[src/rtl/pvt_ro_freq_meter_if.sv]
// rtl/pvt_ro_freq_meter_if.sv - control/readout bundle of the ring-oscillator frequency meter
interface pvt_ro_freq_meter_if #(
    parameter int NCH    = 4,
    parameter int CNT_W  = 16,
    parameter int GATE_W = 12,
    parameter int SEL_W  = (NCH > 1) ? $clog2(NCH) : 1
);
    logic              start;
    logic [GATE_W-1:0] gate_cycles;
    logic [NCH-1:0]    ch_en;
    logic              clear_stats;
    logic [SEL_W-1:0]  rd_sel;
    logic              busy;
    logic              done;
    logic [CNT_W-1:0]  rd_count;
    logic [CNT_W-1:0]  rd_min;
    logic [CNT_W-1:0]  rd_max;
    logic [NCH-1:0]    ovf;

    modport master (
        output start, gate_cycles, ch_en, clear_stats, rd_sel,
        input  busy, done, rd_count, rd_min, rd_max, ovf
    );

    modport slave (
        input  start, gate_cycles, ch_en, clear_stats, rd_sel,
        output busy, done, rd_count, rd_min, rd_max, ovf
    );
endinterface

[src/rtl/pvt_ro_freq_meter.sv]
// rtl/pvt_ro_freq_meter.sv - multi-channel ring-oscillator edge counter with min/max statistics
module pvt_ro_freq_meter #(
    parameter int NCH    = 4,
    parameter int CNT_W  = 16,
    parameter int GATE_W = 12
) (
    input  logic           clk,
    input  logic           rst_n,
    input  logic [NCH-1:0] osc_in,
    pvt_ro_freq_meter_if.slave bus
);
    localparam int SEL_W = (NCH > 1) ? $clog2(NCH) : 1;

    typedef enum logic [1:0] {IDLE, ARM, GATE, LATCH} state_t;

    state_t            state;
    logic              arm_cnt;
    logic [GATE_W-1:0] gate_left;
    logic [NCH-1:0]    en_q;
    logic              busy_q;
    logic              done_q;

    logic [NCH-1:0]    sync1, sync2, sync3;
    logic [NCH-1:0]    edge_det;

    logic [CNT_W-1:0]  cnt     [NCH];
    logic [CNT_W-1:0]  res     [NCH];
    logic [CNT_W-1:0]  mn      [NCH];
    logic [CNT_W-1:0]  mx      [NCH];
    logic [CNT_W-1:0]  mn_base [NCH];
    logic [CNT_W-1:0]  mx_base [NCH];
    logic [NCH-1:0]    sat;
    logic [NCH-1:0]    ovf_q;

    assign edge_det = sync2 & ~sync3;

    // Two-flop synchronizer plus a third flop for rising-edge detection
    always_ff @(posedge clk or negedge rst_n) begin
        if (!rst_n) begin
            sync1 <= '0;
            sync2 <= '0;
            sync3 <= '0;
        end else begin
            sync1 <= osc_in;
            sync2 <= sync1;
            sync3 <= sync2;
        end
    end

    // Measurement sequencer: IDLE -> ARM (2 cycles) -> GATE (G cycles) -> LATCH -> IDLE
    always_ff @(posedge clk or negedge rst_n) begin
        if (!rst_n) begin
            state     <= IDLE;
            arm_cnt   <= 1'b0;
            gate_left <= '0;
            en_q      <= '0;
            busy_q    <= 1'b0;
            done_q    <= 1'b0;
        end else begin
            done_q <= 1'b0;
            case (state)
                IDLE: begin
                    if (bus.start) begin
                        state     <= ARM;
                        arm_cnt   <= 1'b0;
                        gate_left <= (bus.gate_cycles == '0) ? GATE_W'(1) : bus.gate_cycles;
                        en_q      <= bus.ch_en;
                        busy_q    <= 1'b1;
                    end
                end
                ARM: begin
                    arm_cnt <= 1'b1;
                    if (arm_cnt) state <= GATE;
                end
                GATE: begin
                    if (gate_left == GATE_W'(1)) state <= LATCH;
                    else gate_left <= gate_left - GATE_W'(1);
                end
                LATCH: begin
                    state  <= IDLE;
                    busy_q <= 1'b0;
                    done_q <= 1'b1;
                end
                default: state <= IDLE;
            endcase
        end
    end

    // Saturating per-channel edge counters, cleared while arming
    always_ff @(posedge clk or negedge rst_n) begin
        if (!rst_n) begin
            for (int i = 0; i < NCH; i++) cnt[i] <= '0;
            sat <= '0;
        end else begin
            for (int i = 0; i < NCH; i++) begin
                if (state == ARM) begin
                    cnt[i] <= '0;
                    sat[i] <= 1'b0;
                end else if (state == GATE && en_q[i] && edge_det[i]) begin
                    if (cnt[i] == '1) sat[i] <= 1'b1;
                    else cnt[i] <= cnt[i] + CNT_W'(1);
                end
            end
        end
    end

    // Statistics seen by LATCH: a coincident clear_stats is applied first
    always_comb begin
        for (int i = 0; i < NCH; i++) begin
            mn_base[i] = bus.clear_stats ? '1 : mn[i];
            mx_base[i] = bus.clear_stats ? '0 : mx[i];
        end
    end

    // Result, overflow and running min/max registers
    always_ff @(posedge clk or negedge rst_n) begin
        if (!rst_n) begin
            for (int i = 0; i < NCH; i++) begin
                res[i] <= '0;
                mn[i]  <= '1;
                mx[i]  <= '0;
            end
            ovf_q <= '0;
        end else begin
            for (int i = 0; i < NCH; i++) begin
                if (state == LATCH && en_q[i]) begin
                    res[i]   <= cnt[i];
                    ovf_q[i] <= sat[i];
                    mn[i]    <= (cnt[i] < mn_base[i]) ? cnt[i] : mn_base[i];
                    mx[i]    <= (cnt[i] > mx_base[i]) ? cnt[i] : mx_base[i];
                end else if (bus.clear_stats) begin
                    mn[i] <= '1;
                    mx[i] <= '0;
                end
            end
        end
    end

    // Readout mux; an out-of-range channel index reads zero
    always_comb begin
        bus.rd_count = '0;
        bus.rd_min   = '0;
        bus.rd_max   = '0;
        for (int i = 0; i < NCH; i++) begin
            if (bus.rd_sel == SEL_W'(i)) begin
                bus.rd_count = res[i];
                bus.rd_min   = mn[i];
                bus.rd_max   = mx[i];
            end
        end
    end

    assign bus.busy = busy_q;
    assign bus.done = done_q;
    assign bus.ovf  = ovf_q;
endmodule

[src/flat_wrapper.sv]
// flat-port wrapper written by rule: the top's interface ports become plain ports
module pvt_ro_freq_meter_flat 
#(
    parameter int NCH    = 4,
    parameter int CNT_W  = 16,
    parameter int GATE_W = 12
)
  (clk, rst_n, osc_in, bus_start, bus_gate_cycles, bus_ch_en, bus_clear_stats, bus_rd_sel, bus_busy, bus_done, bus_rd_count, bus_rd_min, bus_rd_max, bus_ovf);
  pvt_ro_freq_meter_if #(.NCH(NCH), .CNT_W(CNT_W), .GATE_W(GATE_W)) bus_i ();
  input  logic clk;
  input  logic rst_n;
  input  logic [NCH-1:0] osc_in;
  input wire logic [$bits(bus_i.start)-1:0] bus_start;
  input wire logic [$bits(bus_i.gate_cycles)-1:0] bus_gate_cycles;
  input wire logic [$bits(bus_i.ch_en)-1:0] bus_ch_en;
  input wire logic [$bits(bus_i.clear_stats)-1:0] bus_clear_stats;
  input wire logic [$bits(bus_i.rd_sel)-1:0] bus_rd_sel;
  output wire logic [$bits(bus_i.busy)-1:0] bus_busy;
  output wire logic [$bits(bus_i.done)-1:0] bus_done;
  output wire logic [$bits(bus_i.rd_count)-1:0] bus_rd_count;
  output wire logic [$bits(bus_i.rd_min)-1:0] bus_rd_min;
  output wire logic [$bits(bus_i.rd_max)-1:0] bus_rd_max;
  output wire logic [$bits(bus_i.ovf)-1:0] bus_ovf;
  assign bus_i.start = bus_start;
  assign bus_i.gate_cycles = bus_gate_cycles;
  assign bus_i.ch_en = bus_ch_en;
  assign bus_i.clear_stats = bus_clear_stats;
  assign bus_i.rd_sel = bus_rd_sel;
  assign bus_busy = bus_i.busy;
  assign bus_done = bus_i.done;
  assign bus_rd_count = bus_i.rd_count;
  assign bus_rd_min = bus_i.rd_min;
  assign bus_rd_max = bus_i.rd_max;
  assign bus_ovf = bus_i.ovf;
  pvt_ro_freq_meter #(.NCH(NCH), .CNT_W(CNT_W), .GATE_W(GATE_W)) u_core (.clk(clk), .rst_n(rst_n), .osc_in(osc_in), .bus(bus_i));
endmodule
[config.mk]
export PLATFORM = sky130hd
export DESIGN_NAME = pvt_ro_freq_meter_flat
export DESIGN_NICKNAME = d
export VERILOG_FILES = /design/src/rtl/pvt_ro_freq_meter_if.sv /design/src/rtl/pvt_ro_freq_meter.sv /design/src/flat_wrapper.sv
export SDC_FILE = /design/constraint.sdc
export NUM_CORES = 1
export LEC_CHECK = 0
export ABC_AREA = 1
export CORE_UTILIZATION = 65
export DETAILED_ROUTE_END_ITERATION = 10
export PLACE_DENSITY = 0.87
export SLEW_MARGIN = 5
export SYNTH_ARGS = -nofsm -noshare
export SYNTH_HDL_FRONTEND = slang
export SYNTH_SLANG_ARGS = --single-unit
[constraint.sdc]
create_clock -name clk -period 6 [get_ports clk]
set_input_delay 1.2 -clock clk [delete_from_list [all_inputs] [get_ports clk]]
set_output_delay 1.2 -clock clk [all_outputs]
set_load 0.03 [all_outputs]
# Word-level counts from Yosys, hierarchy flattened
# Cells that the tools add are included.
[word_totals]
ff_bits = 297
latchBits = 0
mem_bits_rw = 0
romBits = 0
inputBits = 26
out_inout_bits = 54
elab_cells = 179
memories = 0
[classes]
add_sub_neg = 5
n_mul = 0
div_mod_pow = 0
n_lt_le_gt_ge = 8
eq_ne = 19
shift = 0
muxes = 73
n_bitwise = 2
n_reduce_logical = 39
[op_table]
columns = ["op", "n"]
rows = [
  ["two-way mux 16 bit", 48],
  ["adder 16 x 1 -> 16 bit (second input constant)", 4],
  ["equality test 16 bit (second input constant)", 4],
  ["greater-than comparator 16 bit", 4],
  ["< comparator 16 bit", 4],
  ["two-way mux 12 bit", 3],
  ["case mux 12 bit (2 select lines)", 1],
  ["AND reduction 2 bit", 11],
  ["nonzero test 2 bit", 11],
  ["two-way mux 1 bit", 15],
  ["equality test 12 x 1 -> 1 bit (second input constant)", 1],
  ["logical AND 1 bit", 12],
  ["logical NOT 12 bit", 1],
  ["inequality test 2 x 1 -> 1 bit (second input constant)", 6],
  ["subtractor 12 x 1 -> 12 bit (second input constant)", 1],
  ["equality test 2 bit (second input constant)", 4],
  ["case mux 2 bit (4 select lines)", 1],
  ["two-way mux 2 bit", 3],
  ["AND reduction 3 bit", 2],
  ["bitwise AND 4 bit", 1],
  ["equality test 2 x 1 -> 1 bit (second input constant)", 2],
  ["logical NOT 2 bit", 2],
  ["inequality test 2 bit (second input constant)", 2],
  ["inverter 4 bit", 1],
  ["case mux 1 bit (2 select lines)", 2],
]

# Logic depth before layout (Yosys ltp)
[depth]
ltp_word = 5
ltp_mapped = 16
depth_no_buf = 13

# Worst setup path before layout
# Ideal clock, no wire load.
[synth_timing]
kind = "input to output"
startpoint = "input port bus_rd_sel[0]"
endpoint = "output port bus_rd_min[10]"
t_arrival_ns = 2.380
required_ns = 4.800
path_slack_ns = 2.420
path_stages = 4
path_buffers = 2
path_cell_list = "clkbuf_1 -> buf_1 -> a221oi_1 -> a21oi_1"
[synth_via]
elab_chain_len = 5
elab_cells_between_ends = 8
cone_classes = "eq/ne: 3; mux: 4; reduce/logical: 1"
[synth_lines]
columns = ["item", "line", "source"]
rows = [
  ["start: declaration", "flat_wrapper.sv:17", "input wire logic [$bits(bus_i.rd_sel)-1:0] bus_rd_sel;"],
  ["logical NOT 2 bit", "pvt_ro_freq_meter.sv:145", "if (bus.rd_sel == SEL_W'(i)) begin"],
  ["two-way mux 16 bit (3 in a row)", "pvt_ro_freq_meter.sv:145", ""],
  ["two-way mux 16 bit *", "pvt_ro_freq_meter.sv:145", ""],
  ["end: declaration", "flat_wrapper.sv:21", "output wire logic [$bits(bus_i.rd_min)-1:0] bus_rd_min;"],
]
# Mark *: on every way between the ends. The rest lies on a longest branch, timed or not.

# Worst setup path in the final report
[layout_timing]
startpoint = "input port bus_rd_sel[0]"
endpoint = "output port bus_rd_min[9]"
# The elaborated chain is that of the path after synthesis.

==> flow_summary_export.csv <==
group,metric,value,unit
global_routing,overflow,0,
logic_synthesis,synth.cell_area,0.0182,mm²
global_routing,use_met3,12.1,%
sta,fmaxAchievable,201,MHz
sta,slew_viol_final,0,
routing,routedWlPerCell,21.2,µm
placement,dp_cells,2824,
clock_tree,cts_root_buf,"clkbuf_16",
cells_and_area,n_antenna_cell,0,
routing,drt_first_pass_iters,6,
sta,setup_violations,0,
logic_synthesis,seq_area_frac_synth,41.4,%
floorplan,top_level_ports,80,
clock_tree,cts-resized-gates,0,
global_routing,antenna_found_initial,1,
global_routing,grt_first_pass_wirelength,94.6,mm
cells_and_area,final_cell_mix,"727 x nand2_1, 264 x inv_1, 233 x dfrtp_1, 213 x nand3_1, 210 x nor2_1",
sta,setup_tns,0,ns
clock_tree,tritoncts,"built",
power_and_ir_drop,peakVddDrop,289,µV
power_and_ir_drop,p_leak,10.3,nW
global_routing,grt_util_met1,56.4,%
critical_path,arrival,3.77,ns
placement,portBuffers,79,
routing,ant_nets,0,
clock_tree,post_cts_buffers,0,
global_routing,grt_max_degree,130,
cells_and_area,final_common_cell,"nand2_1",
logic_synthesis,synthCells,2453,
routing,routed_wl,61.2,mm
sta,rsz0062_at_grt,"false",
logic_synthesis,yosys_warnings,0,
global_routing,busiest_layer,"met2",
global_routing,first_global_vias,16800,
clock_tree,clockBufferDepth,3,
floorplan,core,0.0272,mm²
sta,fin_crit,4.97,ns
sta,fin_ws,1.03,ns
cells_and_area,post-route-util,76.0,%
floorplan,die_width,169,µm
clock_tree,cts_made_buffers,34,
clock_tree,clkTransAtPathRegs,0.06,ns
critical_path,startpoint_type,"input pin",
sta,worst_pin_slew,0.963,ns
cells_and_area,area_growth,13.8,%
critical_path,path_max_fanout,27,
routing,drc,0,
cells_and_area,final_nets,2648,
logic_synthesis,synth-simple-area-share,29.9,%
logic_synthesis,ys_types,42,
sta,period_share,82.9,%
hold_path,min_path_type,"reg2reg",
sta,hold_viol,0,
placement,hpwl,43.1,mm
cells_and_area,fin_area,0.0207,mm²
status,outcome,"finished clean",
cells_and_area,instances_no_fill,2886,
floorplan,num_rows,60,
sta,hold_slack,0.347,ns
critical_path,worstPathRequired,4.80,ns
placement,dpl_worst_slack,1.11,ns
logic_synthesis,postSynth.asyncResetShare,100,%
critical_path,critPathKind,"in2out",
logic_synthesis,synth_seq_cells,297,
floorplan,die_h,169,µm
critical_path,endpoint_kind,"primary output",
logic_synthesis,synth-xor-area-share,1.11,%
logic_synthesis,synth-edff-count,0,
clock_tree,clk_latency,0.53,ns
routing,dr_total_vias,18000,
floorplan,start_util,66.8,%
job,drv_cap,0,
sta,skew,0.0131,ns
logic_synthesis,yosys.area_share.adder,9.24,%
routing,drtIter0Drc,2585,
sta,slew_headroom,35.8,%
logic_synthesis,syn-num-nets,2613,
placement,placed_cell_area,0.0194,mm²
cells_and_area,layout-drive-gt1-share,9.63,%
global_routing,met2_usage,64.5,%
floorplan,dieArea,0.0286,mm²
logic_synthesis,synth_area_per_cell,7.40,µm²
logic_synthesis,synth_top_family_by_area,"simple AND/OR/NAND/NOR gates",
routing,vias_per_cell,6.22,
power_and_ir_drop,p_per_area,224,mW/mm²
clock_tree,clkSinkCount,297,
logic_synthesis,synth-compound-area-share,9.97,%
clock_tree,h-tree-depth,2,
logic_synthesis,yosys-mux-area-fraction,0.186,%
global_routing,grt_usage,43.6,%
placement,gp_congestion,1.20,
power_and_ir_drop,total_power,4.63,mW
clock_tree,hold_buffers,0,
logic_synthesis,ys.flop_type,"dfrtp_1",
==> registers in the layout, indices dropped and copies added, names as in the netlist, 2 cells and up <==
register and flops:
u_core.bus.ovf 4, u_core.cnt 64, u_core.en_q 4, u_core.gate_left 12, u_core.mn 64, u_core.mx 64
u_core.res 64, u_core.sat 4, u_core.state 2, u_core.sync1 4, u_core.sync2 4, u_core.sync3 4
==> per-layer routing <==
| metal | wire length [µm] | vias up | share of wire [%] |
|---|---|---|---|
| met2 | 25700 | 1209 | 42 |
| met1 | 22400 | 8361 | 37 |
| met4 | 4950 | 2 | 8.1 |
| met3 | 8140 | 286 | 13 |
| met5 | 15 | - | 0.025 |
| li1 | - | 8095 | - |
==> worst max-delay path, cell delays in order <==
cell,delay [ns]
clkdlybuf4s50_1,0.70
nand2_1,0.12
buf_4,0.22
inv_1,0.55
buf_4,0.40
a221oi_1,0.10
a21oi_1,0.30
buf_12,0.16
==> power by group <==
group	internal (mW)	switching (mW)	leakage [nW]
Clock	1.51	0.899	0.626
Combinational	0.0692	0.143	5.76
Sequential	2.01	0.00160	3.86
==> kinds of logic (layout without fill, tap and decap cells) <==
| kind of cell | count (synthesis) | count (layout) |
|---|---|---|
| and+or+nand+nor | 1287 | 1287 |
| buffers and inverters | 384 | 445 |
| AOI/OAI and AO/OA | 325 | 325 |
| DFF | 297 | 297 |
| adders and majority gates | 134 | 134 |
| xor gates and xnor gates | 23 | 23 |
| muxes | 3 | 3 |
==> cell type report <==
type                       instances  area (µm²)
clock buffer                      44         948
clock inverter                    18         339
fill                            1983        6520
inverter                         286        1070
multi-input combinational       1772        9160
sequential                       297        7510
tap                              372         465
timing repair buffer              97        1150
==> path summary, 6_finish.rpt <==
| kind | to | startpoint | slack (ns) | depth (start not counted) |
|---|---|---|---|---|
| setup / recovery | bus_rd_min[9] | bus_rd_sel[0] | 1.03 | 8 |
| hold / removal | u_core.sync2[2] | u_core.sync1[2] | 0.35 | 0 |
| setup reg to reg | u_core.mx[61] | u_core.state[0] | 2.81 | 6 |
| hold reg to reg | u_core.sync2[2] | u_core.sync1[2] | 0.35 | 0 |
| max in group asynchronous | u_core.mx[29] | rst_n | 3.96 | 2 |
| min in group asynchronous | u_core.cnt[41] | rst_n | 0.75 | 1 |
==> synthesized netlist by cell type (38+ instances only) <==
cell type  instances  area share, %
nand2_1          727             15
inv_1            264            5.5
dfrtp_1          233             32
nand3_1          213            5.9
nor2_1           212            4.4
ha_1             134            9.2
o21ai_0          112            3.1
a21oi_1           90            2.5
clkbuf_1          68            1.4
o21ai_1           68            1.9
nand4_1           66            2.3
dfstp_2           64            9.3
nor3_1            38            1.0
Note: power is estimated with default switching activity, not from simulation.
